`config.mk`:
```
export PLATFORM = sky130hd
export DESIGN_NAME = led_index_encoder
export DESIGN_NICKNAME = d
export VERILOG_FILES = /design/src/rtl/led_pkg.sv /design/src/rtl/led_prio_enc.sv /design/src/rtl/led_index_encoder.sv
export SDC_FILE = /design/constraint.sdc
export NUM_CORES = 1
export LEC_CHECK = 0
export ABC_AREA = 1
export CAP_MARGIN = 20
export CORE_UTILIZATION = 54
export DETAILED_ROUTE_END_ITERATION = 10
export PLACE_DENSITY = 0.82
export SETUP_SLACK_MARGIN = 0.3
export SLEW_MARGIN = 20
export SYNTH_ARGS = -nofsm -noshare
export SYNTH_HDL_FRONTEND = slang
export SYNTH_SLANG_ARGS = --single-unit
```
`constraint.sdc`:
```
create_clock -name clk -period 4.04 [get_ports clk]
set_input_delay 0.808 -clock clk [delete_from_list [all_inputs] [get_ports clk]]
set_output_delay 0.808 -clock clk [all_outputs]
set_load 0.05 [all_outputs]
```
`src/rtl/led_pkg.sv`:
```
// Shared constants and types for the LED line index encoder and its decoder.
package led_pkg;

  localparam int N_LINES = 32;
  localparam int IDX_W   = $clog2(N_LINES);
  localparam int CNT_W   = IDX_W + 1;

  typedef enum logic {
    ST_IDLE = 1'b0,
    ST_SCAN = 1'b1
  } led_state_t;

  typedef logic [IDX_W-1:0] led_idx_t;

endpackage

```
`src/rtl/led_prio_enc.sv`:
```
// Combinational lowest-set-bit encoder: N_LINES request lines to one index.
module led_prio_enc
  import led_pkg::*;
(
  input  logic [N_LINES-1:0] req,
  output led_idx_t           idx,
  output logic               any
);

  // Scan from the top down so the lowest set bit is the last one written.
  always_comb begin
    idx = '0;
    for (int i = N_LINES - 1; i >= 0; i--) begin
      if (req[i]) begin
        idx = led_idx_t'(i);
      end
    end
  end

  assign any = |req;

endmodule

```
`src/rtl/led_index_encoder.sv`:
```
// Latches a 32-line LED request mask and streams the set line indices,
// lowest first, one per accepted valid/ready handshake.
module led_index_encoder
  import led_pkg::*;
(
  input  logic               clk,
  input  logic               rst_n,
  input  logic [N_LINES-1:0] req,
  input  logic               load,
  input  logic               abort,
  output logic [IDX_W-1:0]   idx,
  output logic               idx_valid,
  input  logic               idx_ready,
  output logic               busy,
  output logic               done,
  output logic [CNT_W-1:0]   count
);

  led_state_t         state_q, state_d;
  logic [N_LINES-1:0] pending_q, pending_d;
  logic [CNT_W-1:0]   count_q, count_d;
  logic               done_q, done_d;

  led_idx_t           enc_idx;
  logic               enc_any;
  logic               hs;
  logic [N_LINES-1:0] onehot;
  logic [N_LINES-1:0] nxt;

  led_prio_enc u_prio_enc (
    .req (pending_q),
    .idx (enc_idx),
    .any (enc_any)
  );

  // Output view of the registered frame; idx is 0 whenever nothing is pending.
  always_comb begin
    idx       = enc_idx;
    idx_valid = (state_q == ST_SCAN) && enc_any;
    busy      = (state_q != ST_IDLE);
    done      = done_q;
    count     = count_q;
  end

  // Next-state logic: abort overrides everything, load only acts in IDLE.
  always_comb begin
    state_d   = state_q;
    pending_d = pending_q;
    count_d   = count_q;
    done_d    = 1'b0;
    hs        = idx_valid && idx_ready;
    onehot    = {{(N_LINES-1){1'b0}}, 1'b1} << enc_idx;
    nxt       = hs ? (pending_q & ~onehot) : pending_q;

    if (abort) begin
      state_d   = ST_IDLE;
      pending_d = '0;
    end else begin
      case (state_q)
        ST_IDLE: begin
          if (load) begin
            pending_d = req;
            count_d   = '0;
            state_d   = ST_SCAN;
          end
        end
        ST_SCAN: begin
          pending_d = nxt;
          count_d   = count_q + {{(CNT_W-1){1'b0}}, hs};
          if (nxt == '0) begin
            state_d = ST_IDLE;
            done_d  = 1'b1;
          end
        end
        default: begin
          state_d   = ST_IDLE;
          pending_d = '0;
        end
      endcase
    end
  end

  // State, frame and count registers with synchronous active-low reset.
  always_ff @(posedge clk) begin
    if (!rst_n) begin
      state_q   <= ST_IDLE;
      pending_q <= '0;
      count_q   <= '0;
      done_q    <= 1'b0;
    end else begin
      state_q   <= state_d;
      pending_q <= pending_d;
      count_q   <= count_d;
      done_q    <= done_d;
    end
  end

endmodule
```
==> results.yml <==
worst_hold_path:
  hold_end: "pending_q[30]$_SDFFE_PP0N_"
  holdCritStartpoint: "pending_q[30]$_SDFFE_PP0N_"
  min_path_type: "reg2reg"
  whs_path_depth: 2
synth:
  yosys_most_used_dff: "dfxtp_1"
  synth_top_area_share_pct: 29.5
  synth_nets: 495
  syn_area_per_cell_um2: 5.96
  synth.largest_area_cell: "dfxtp_1"
  synth-edff-count: 0
  synth_area_mm2: 0.00272
  ys_top_cells_by_area: "dfxtp_1 (29%), nand2_1 (21%), nand3_1 (9.2%)"
  ys_types: 34
  synth_common_cells: "nand2_1 (150), inv_1 (50), nand3_1 (50)"
  synth_seq_area_share_pct: 29.5
  synth_most_common_cell: "nand2_1"
  ys_warn_count: 0
  postSynth.asyncResetShare_pct: 0
  ys_ff_latch: 40
  syn_inst: 456
floorplan:
  dieArea_mm2: 0.00532
  die_w_um: 73.0
  die_h_um: 73.0
  ioPinCount: 51
  rows: 25
  core_mm2: 0.00479
  start_util_pct: 56.8
worst_setup_path:
  crit_fanout: 8
  required_ns: 3.23
  end_kind: "output pin"
  worst-endpoint-arrival_ns: 2.72
  critPathSlowestCell: "clkdlybuf4s50_1"
  startpoint_type: "flip-flop"
  crit_chain: "nor4_1 > a21oi_1 > nor2_1 > o21bai_1 > a21oi_2 > clkdlybuf4s50_1"
  crit_type: "reg2out"
  r2r_slack_ns: 0.89
  rr_worst_depth: 24
  r2r_start: "pending_q[31]$_SDFFE_PP0N_"
  rr_endpoint: "done$_SDFF_PP0_"
  max_stage_delay_ns: 0.89
placed_design:
  dpl.cell_count: 560
  dp_hpwl_um: 5940
  dpl-instance-area_mm2: 0.00327
  dp_slack_ns: 0.388
  port_buffers: 50
  place.gp.congestion: 0.932
global_route:
  grt_max_degree: 48
  grt_pass1_wl_um: 12600
  grt_usage_pct: 30.9
  grt_pass1_vias: 2656
  grt_antenna_before_repair: 0
  overflow: 0
power_and_ir_drop:
  power.share.clock_pct: 29.6
  p_sw_share_pct: 35.8
  power_density_mw_per_mm2: 327
  total_power_mw: 1.10
  power.internal_mw: 0.710
  p_leak_nw: 1.41
  combPwrFrac_pct: 32.3
  pwr-share-seq_pct: 38.0
  peakVddDrop_uv: 192
  switchingPower_mw: 0.395
sta:
  period_share_pct: 87.2
  worstMarginPinSlew_ns: 1.04
  fin_crit_ns: 3.52
  hold_ws_ns: 0.499
  setup_ws_ns: 0.516
  finalSetupViolations: 0
  clock_skew_ns: 0.00591
  finalSetupTns_ns: 0
  relSlewSlack_pct: 30.5
  final_hold_viol_count: 0
  drv_slew: 0
  rsz0062_at_grt: "no"
  max_freq_mhz: 284
cts:
  cts_buffer_depth: 2
  cts.hold.buffers_added: 0
  clk_pin_slew_worst_paths_ns: 0.07
  cts_tree: "done"
  root_buffer: "clkbuf_8"
  cts.sinks: 40
  postCtsSetupBuffers: 0
  cts_made_buffers: 5
  clkLatencyLatePin_ns: 0.29
  htreeDepth: 2
drt:
  drtIter0Drc: 201
  vias: 3138
  ant_nets: 0
  drcViolationCount: 0
  viasPerCell: 5.52
  wl_per_cell_um: 13.8
  drt-total-wl_um: 7840
  drtPass1Iterations: 5
cells_and_area:
  utilization_pct: 70.5
  nets: 539
  layout.cells.non_filler: 568
  nFillCells: 461
  drive_gt1_share_pct: 6.79
  area_growth_pct: 24.1
  fin_area_mm2: 0.00337
  num_antenna_cells: 0
status:
  outcome: "finished clean"
run:
  drv_cap: 0
sequential cells by signal, summed over array words and instances (netlist names):
| signal | count |
|---|---|
| pending_q | 32 |
| count | 6 |
| busy | 1 |
| done | 1 |
critical path: cells and delay by family (launching register included):
family	cells	cell delay (ns)
buffers and inverters	1	0.89
AO/OA/AOI/OAI	3	0.62
AND/OR/NAND/NOR	2	0.53
flip-flops	1	0.37
power by group through the flow:
stage / Combinational, mW / Clock, mW / Sequential, mW
after floorplan: 0.246 / 0 / 0.426
after global placement: 0.352 / 0 / 0.428
after detailed placement: 0.356 / 0 / 0.429
after CTS: 0.354 / 0.333 / 0.419
after global routing: 0.390 / 0.345 / 0.422
final: 0.357 / 0.328 / 0.420
per-layer routing:
metal | vias up | wire length, um | GRT usage, %
met2 | 133 | 3490 | 48.8
met3 | 12 | 520 | 4.01
met5 | - | 0 | 0
met4 | 0 | 106 | 8.93
met1 | 1417 | 3720 | 43.9
li1 | 1576 | - | -
area by class of cell:
type | count | area (um^2) | area share [%]
clock inverter | 2 | 35.0 | 1.04
multi-input combinational | 344 | 1650 | 48.8
clock buffer | 6 | 72.6 | 2.15
sequential | 40 | 801 | 23.7
tap | 67 | 83.8 | 2.48
inverter | 54 | 203 | 6.01
timing repair buffer | 55 | 532 | 15.8
repair_timing:
action	in CTS	in global routing
gates resized for setup	2	2
setup endpoints to repair	2	1
gates cloned	0	0
logic make-up (layout without fill, tap and decap cells):
logic type                 Yosys count  after routing  share of synthesized area (%)
buffers and inverters               72            117                           10.0
xor gates and xnor gates             1              1                          0.322
adders and majority gates            2              2                          0.920
DFF                                 40             40                           29.5
and+or+nand+nor                    265            265                           43.5
AOI/OAI and AO/OA                   76             76                           15.8
cell usage in the layout, fill, tap and decap left out, types with 2 or more instances in the layout:
master / netlist / final
a21oi_1: 20 / 20
a31oi_1: 19 / 19
and3_1: 2 / 2
buf_4: 0 / 5
clkbuf_8: 0 / 5
clkdlybuf4s50_1: 0 / 48
dfxtp_1: 40 / 40
ha_1: 2 / 2
inv_1: 50 / 50
inv_2: 4 / 4
nand2_1: 150 / 150
nand2_2: 2 / 2
nand2_4: 2 / 2
nand3_1: 50 / 50
nand4_1: 8 / 8
nor2_1: 34 / 33
nor2_2: 3 / 4
nor2_4: 2 / 2
nor3_1: 5 / 5
nor3_2: 2 / 2
o21ai_0: 17 / 17
o21ai_1: 13 / 13
o21bai_1: 2 / 2
worst max-delay path by stage:
stage                               start              end  slack, ns  cells after the start
2_1_floorplan             busy$_SDFF_PP0_  busy$_SDFF_PP0_       0.99                     13
3_3_place_gp   pending_q[31]$_SDFFE_PP0N_           idx[0]       0.43                     33
3_5_place_dp   pending_q[31]$_SDFFE_PP0N_           idx[0]       0.39                     33
4_1_cts        pending_q[31]$_SDFFE_PP0N_           idx[0]       0.33                     33
5_1_grt        pending_q[31]$_SDFFE_PP0N_           idx[0]       0.31                     33
6_report       pending_q[24]$_SDFFE_PP0N_           idx[2]       0.52                      6
No activity file was read; power rests on OpenSTA's default activity.
